--- src/rtl/pulse_handshake_tx.sv ---
// Source side of the handshaked toggle pulse-CDC channel: queues clkA event
// pulses and launches them one at a time as toggles acknowledged by the far side.
module pulse_handshake_tx #(
  parameter int unsigned SYNC_STAGES = 2,
  parameter int unsigned CNT_W       = 4
) (
  input  logic             clkA,
  input  logic             rstB,
  input  logic             pulse_i,
  input  logic             ack_tgl_i,
  output logic             req_tgl_o,
  output logic             busy_o,
  output logic [CNT_W-1:0] pending_o,
  output logic             drop_o,
  output logic             overflow_o
);

  localparam logic [CNT_W-1:0] CNT_MAX = '1;

  typedef enum logic {IDLE, WAIT_ACK} state_t;

  state_t                 state_q, state_d;
  logic [SYNC_STAGES-1:0] sync_q, sync_d;
  logic                   req_q, req_d;
  logic [CNT_W-1:0]       pending_q, pending_d;
  logic                   drop_q, drop_d;
  logic                   overflow_q, overflow_d;

  logic ack_s, aligned, empty, full, want, launch, bypass, full_drop, inc, dec;

  always_comb begin
    ack_s     = sync_q[SYNC_STAGES-1];
    aligned   = (ack_s == req_q);
    empty     = (pending_q == '0);
    full      = (pending_q == CNT_MAX);
    want      = !empty || pulse_i;
    launch    = want && aligned;
    // Queued events go first; a fresh pulse only bypasses an empty queue.
    bypass    = launch && empty;
    full_drop = pulse_i && full && !launch;
    inc       = pulse_i && !bypass && !full_drop;
    dec       = launch && !empty;
  end

  // Next-state and registered-output computation.
  always_comb begin
    sync_d     = {sync_q[SYNC_STAGES-2:0], ack_tgl_i};
    req_d      = req_q;
    state_d    = state_q;
    pending_d  = pending_q + CNT_W'(inc) - CNT_W'(dec);
    drop_d     = full_drop;
    overflow_d = overflow_q || full_drop;

    if (launch) begin
      req_d   = !req_q;
      state_d = WAIT_ACK;
    end else if (aligned) begin
      state_d = IDLE;
    end
  end

  always_ff @(posedge clkA) begin
    if (rstB) begin
      state_q    <= IDLE;
      sync_q     <= '0;
      req_q      <= 1'b0;
      pending_q  <= '0;
      drop_q     <= 1'b0;
      overflow_q <= 1'b0;
    end else begin
      state_q    <= state_d;
      sync_q     <= sync_d;
      req_q      <= req_d;
      pending_q  <= pending_d;
      drop_q     <= drop_d;
      overflow_q <= overflow_d;
    end
  end

  assign req_tgl_o  = req_q;
  assign pending_o  = pending_q;
  assign drop_o     = drop_q;
  assign overflow_o = overflow_q;
  // Busy covers both an outstanding launch and a far side that has not caught up.
  assign busy_o     = (state_q == WAIT_ACK) || !aligned;

endmodule

--- config.mk ---
export PLATFORM = sky130hd
export DESIGN_NAME = pulse_handshake_tx
export DESIGN_NICKNAME = d
export VERILOG_FILES = /design/src/rtl/pulse_handshake_tx.sv
export SDC_FILE = /design/constraint.sdc
export NUM_CORES = 1
export LEC_CHECK = 0
export BUFFER_PORTS_ARGS = -buffer_cell sky130_fd_sc_hd__buf_2
export CAP_MARGIN = 5
export CORE_AREA = 3 3 42 44
export CTS_CLUSTER_DIAMETER = 40
export DETAILED_ROUTE_END_ITERATION = 16
export DIE_AREA = 0 0 45 47
export PLACE_DENSITY = 0.63
export RECOVER_POWER = 25
export SETUP_SLACK_MARGIN = 0.2
export SYNTH_ARGS = -nofsm -noshare
export SYNTH_HDL_FRONTEND = slang
export SYNTH_SLANG_ARGS = --single-unit
--- constraint.sdc ---
create_clock -name clkA -period 2.4 [get_ports clkA]
set_input_delay 0.12 -clock clkA [delete_from_list [all_inputs] [get_ports clkA]]
set_output_delay 0.12 -clock clkA [all_outputs]
set_load 0.01 [all_outputs]
# After elaboration in Yosys (flattened, before gate mapping)
# Index checks and enable logic that the tools add are counted.
# word_totals
in_bits	4
elab_cells	30
register_bits	10
# classes
n_eq_ne	2
add_sub_neg	2
muxes	2
reduce_logical	18
# op_table
op	n
$logic_and 1x1->1	7
$logic_not 1->1	6
$add 4x1->4	1
$eq 4x4->1 const B	1
$logic_not 4->1	1
$sub 4x1->4	1
$logic_or 1x1->1	3
$mux 1	2
$reduce_bool 2->1	1
$eq 1x1->1	1

# Longest topological paths before layout
# depth
depth_word	10
mapped_depth	11
depth_no_buf	11

# Worst setup path before layout
# Ideal clock, no wire load.
# synth_path
kind	register to register
start	register pending_q[2] (netlist: pending_o[2])
end	register pending_q[2] (netlist: pending_o[2])
path_stages_with_launch	12
path_slack_ps	306
required_ps	2271
path_buffers	0
arrival_time_ps	1965
cell_sequence	dfxtp_1 inv_1 ha_1 nor3b_1 nand2_1 nand3_1 ha_1 inv_1 ha_1 fa_1 xnor2_1 nor2_1
# synth_via
elab_chain_cells	10
# synth_rtl
item	line_no	text
from (decl)	25	logic [CNT_W-1:0] pending_q, pending_d;
from (signal assigned)	74	pending_q <= pending_d;
$logic_not 4->1	34	empty = (pending_q == '0);
$logic_not 1->1	36, 42	
$logic_or 1x1->1	36	want = !empty || pulse_i;
$logic_and 1x1->1	37	launch = want && aligned;
$logic_and 1x1->1 / $logic_not 1->1 (equally long branches)	39, 40	
$logic_not 1->1 / $logic_and 1x1->1 (equally long branches)	41, 40	
$logic_and 1x1->1 / $logic_not 1->1 (equally long branches)	41	inc = pulse_i && !bypass && !full_drop;
$logic_and 1x1->1	41	
$add 4x1->4	50	pending_d = pending_q + CNT_W'(inc) - CNT_W'(dec);
$sub 4x1->4 (*)	50	
# Mark *: on every way between the ends. The rest lies on a longest branch, timed or not.
# A chain may end at the register's enable or synchronous reset.

# Final worst setup path
# layout_path
start	register pending_q[2] (netlist: pending_o[2])
end	register pending_q[1] (netlist: pending_o[1])
# layout_via
elab_chain_cells	10
# layout_rtl
item	line_no
$logic_not 4->1	34
$logic_not 1->1	36, 42
$logic_or 1x1->1	36
$logic_and 1x1->1	37
$logic_and 1x1->1 / $logic_not 1->1 (equally long branches)	39, 40
$logic_not 1->1 / $logic_and 1x1->1 (equally long branches)	41, 40
$logic_and 1x1->1 / $logic_not 1->1 (equally long branches)	41
$logic_and 1x1->1	41
$add 4x1->4	50
$sub 4x1->4 (*)	50
via pending_d[1]	25
# Mark *: on every way through the listed nets, which the timed path passes. The rest lies on a longest branch.

==> metrics.md <==
| Metric | Value |
|---|---|
| Global-route wire length before repair | approximately 1400 um |
| Total gr overflow | 0 |
| Outcome | finished clean |
| Drc violations | 0 |
| Crit path required time | 2530 ps |
| Worst slew margin | approximately two thirds |
| Die area | between 2000 and 2500 um2 |
| Worst setup SP type | flip-flop |
| Highest-delay cell along the critical path | fa_2 |
| Worst-Skew Late Latency | between 200 and 300 ps |
| Synth Cell Area | between 500 and 600 um2 |
| Row Count | 14 |
| Worst EP arrival | about 2200 ps |
| Max Clock Skew | 7.98 ps |
| Ranking of synthesized cells by area | dfxtp_1, ha_1, nor2_1 |
| Busiest grt layer | met2 |
| Tmin final | ~2100 ps |
| Worst setup margin | about 300 ps |
| Average routed wire per standard cell | between 10 and 15 um |
| Most frequent cells in the layout | dfxtp_1, buf_2, nor2_1, inv_1, ha_1 |
| Final Cell Area | between 600 and 700 um2 |
| Vias in the first global route | ~310 |
| DP Worst Slack | roughly 260 ps |
| Mapped Nets | 65 |
| Sw frac | roughly 36% |
| CTS H-tree depth | 1 |
| Net switching power of the design | ~250 uW |
| Num CTS Buffers | 3 |
| Unique masters post-synth | 19 |
| Core footprint | around 1500 um2 |
| Starting DRC count in detailed routing | 7 |
| DR vias/cell | ~4.7 |
| Via count | just under 400 |
| Power share of the combinational group | 49.7% |
| Starting Density | between 30% and 40% |
| Max cap viols | 0 |
| Layout cell share with drive strength beyond 1 | 29.9% |
| Worst setup path class | reg -> reg |
| Yosys top cell area share | between 30% and 40% |
| Final Cycle Share | approximately 90% |
| Slew @ Worst Pin | 491 ps |
| Antenna Nets Post-Route | 0 |
| Pwr per Cell Area | 1130 nW/um2 |
| Final net count | 80 |
| Pre-antenna DRT Iters | 2 |
| DP HPWL | roughly 650 um |
| Gate Count Post-Synth | 54 |
| DRT Wirelength | between 800 and 900 um |
| Clock Path Buffers | 2 |
| Post-CTS Hold Buffers | 0 |
| Clock network fraction of design power | about 16% |
| Synth warnings | 0 |
| Worst-path clk slew | 60 ps |
| P_leak | between 0.0002 and 0.0003 uW |
| Slowest cell delay on critical path | around 420 ps |
| Sequential fraction of the synthesis area | around two fifths |
| PortBufs | 11 |
| CTS tree | built |
| Die X-Extent | 45 um |
| Area leader, netlist | dfxtp_1 |
| Reg power frac | about a third |
| RSZ-0062 raised after global routing | false |
| Dpl cell area | 574 um2 |
| Register bit total from synthesis | 10 |
| Final Setup Violations | 0 |
| Hold Crit Class | in -> reg |
| CTS root buffer | clkbuf_4 |
| Clk sinks | 10 |
| M2 GR Usage | roughly an eighth |
| Final Hold Vio Count | 0 |
| Setup crit end kind | flip-flop |
| Fin Setup TNS | 0 ps |
| Inserted Diodes | 0 |
| Largest net degree at the start of global routing | 12 |
| Post-CTS setup buffers | 0 |
| Maximum vdd drop | 0.512 mV |
| Syn Area/Cell | roughly 9.3 um2 |
| Post-cts gate resize count | 0 |
| Placer Congestion | around 0.72 |
| GRT Util Overall | 9.05% |
| Die height | roughly 47 um |
| Crit-path cells | inv_1 > ha_1 > nor3b_2 > nand2_1 > nand3_1 > ha_1 > inv_1 > ha_2 > fa_2 > nor2b_1 |
| Maximum clock rate | about 480 MHz |
| M3 GR Usage | under 10% |
| Met1 Track Usage GR | 11.3% |
| Initial antenna violation count | 0 |
| Crit-path max FO | 3 |
| Final core utilization | approximately two fifths |
| Synthesis-to-finish area growth | 21.9% |
| Final Max Tran Viols | 0 |
| Cell-internal power | 440 uW |
| Hold Slack | about 80 ps |
| I/O pin cnt | 12 |
==> power groups by stage <==
stage               clock (uW)  sequential (uW)  combinational [uW]
finish                     108              239                 343
global route               123              245                 406
detailed placement           0              240                 312
CTS                        115              236                 313
floorplan                    0              247                 227
global placement             0              239                 307
==> cells by family after synthesis <==
family,after synthesis,share of synthesized area (%)
DFF,10,39.8
xor gates and xnor gates,3,5.22
adders and majority gates,7,18.9
AOI/OAI and AO/OA,5,7.21
buffers and inverters,7,5.22
and+or+nand+nor,22,23.6
==> synth_stat cells <==
library cell / count
and3_1: 1
xnor2_1: 2
nor2b_1: 4
inv_1: 6
nand2b_1: 2
a21oi_1: 3
nand3_1: 3
clkbuf_1: 1
fa_1: 1
xor2_1: 1
a31o_2: 1
nor3b_1: 1
dfxtp_1: 10
a211oi_2: 1
nor2_1: 7
nand2_1: 2
or4b_4: 1
ha_1: 6
nor3_1: 1
==> registers in the layout (all words and copies together), names as in the netlist <==
register,count
overflow_o,1
sync_q,2
pending_o,4
state_q,1
drop_o,1
req_tgl_o,1
==> path summary, 6_finish.rpt <==
| check | start | to | slack (ps) | cells past startpoint |
|---|---|---|---|---|
| worst max-delay path | pending_o[2]$_SDFF_PP0_ | pending_o[1]$_SDFF_PP0_ | 300 | 10 |
| worst min-delay path | ack_tgl_i | sync_q[0]$_SDFF_PP0_ | 80 | 2 |
| worst max register to register | pending_o[2]$_SDFF_PP0_ | pending_o[1]$_SDFF_PP0_ | 300 | 10 |
| worst min register to register | sync_q[0]$_SDFF_PP0_ | sync_q[1]$_SDFF_PP0_ | 440 | 1 |
==> stage by stage <==
| step | total power, uW | cells |
|---|---|---|
| 6_report | 690 | 83 |
| 5_1_grt | 774 | 83 |
| 4_1_cts | 664 | 83 |
| 3_5_place_dp | 551 | 80 |
| 3_3_place_gp | 545 | 80 |
| 2_1_floorplan | 473 | 54 |
==> routing by layer <==
layer	share of wire (%)	wire [um]	vias up
met5	0	0	-
met3	5.9	51	0
met4	0	0	0
met1	44	377	178
li1	-	-	204
met2	50	433	9
==> final cells by class <==
type	instances	area, um2
clock buffer	3	22.5
fill	167	858
inverter	6	22.5
multi-input combinational	37	294
sequential	10	203
tap	16	20.0
timing repair buffer	11	51.3
==> critical path, delay by kind of cell, from the launching register on <==
family	cells	cell delay, ps
buffers and inverters	2	130
adder cells (fa/ha/maj)	4	1080
flip-flops	1	340
AND/OR/NAND/NOR	4	430
Power figures use the tool's default switching activity.
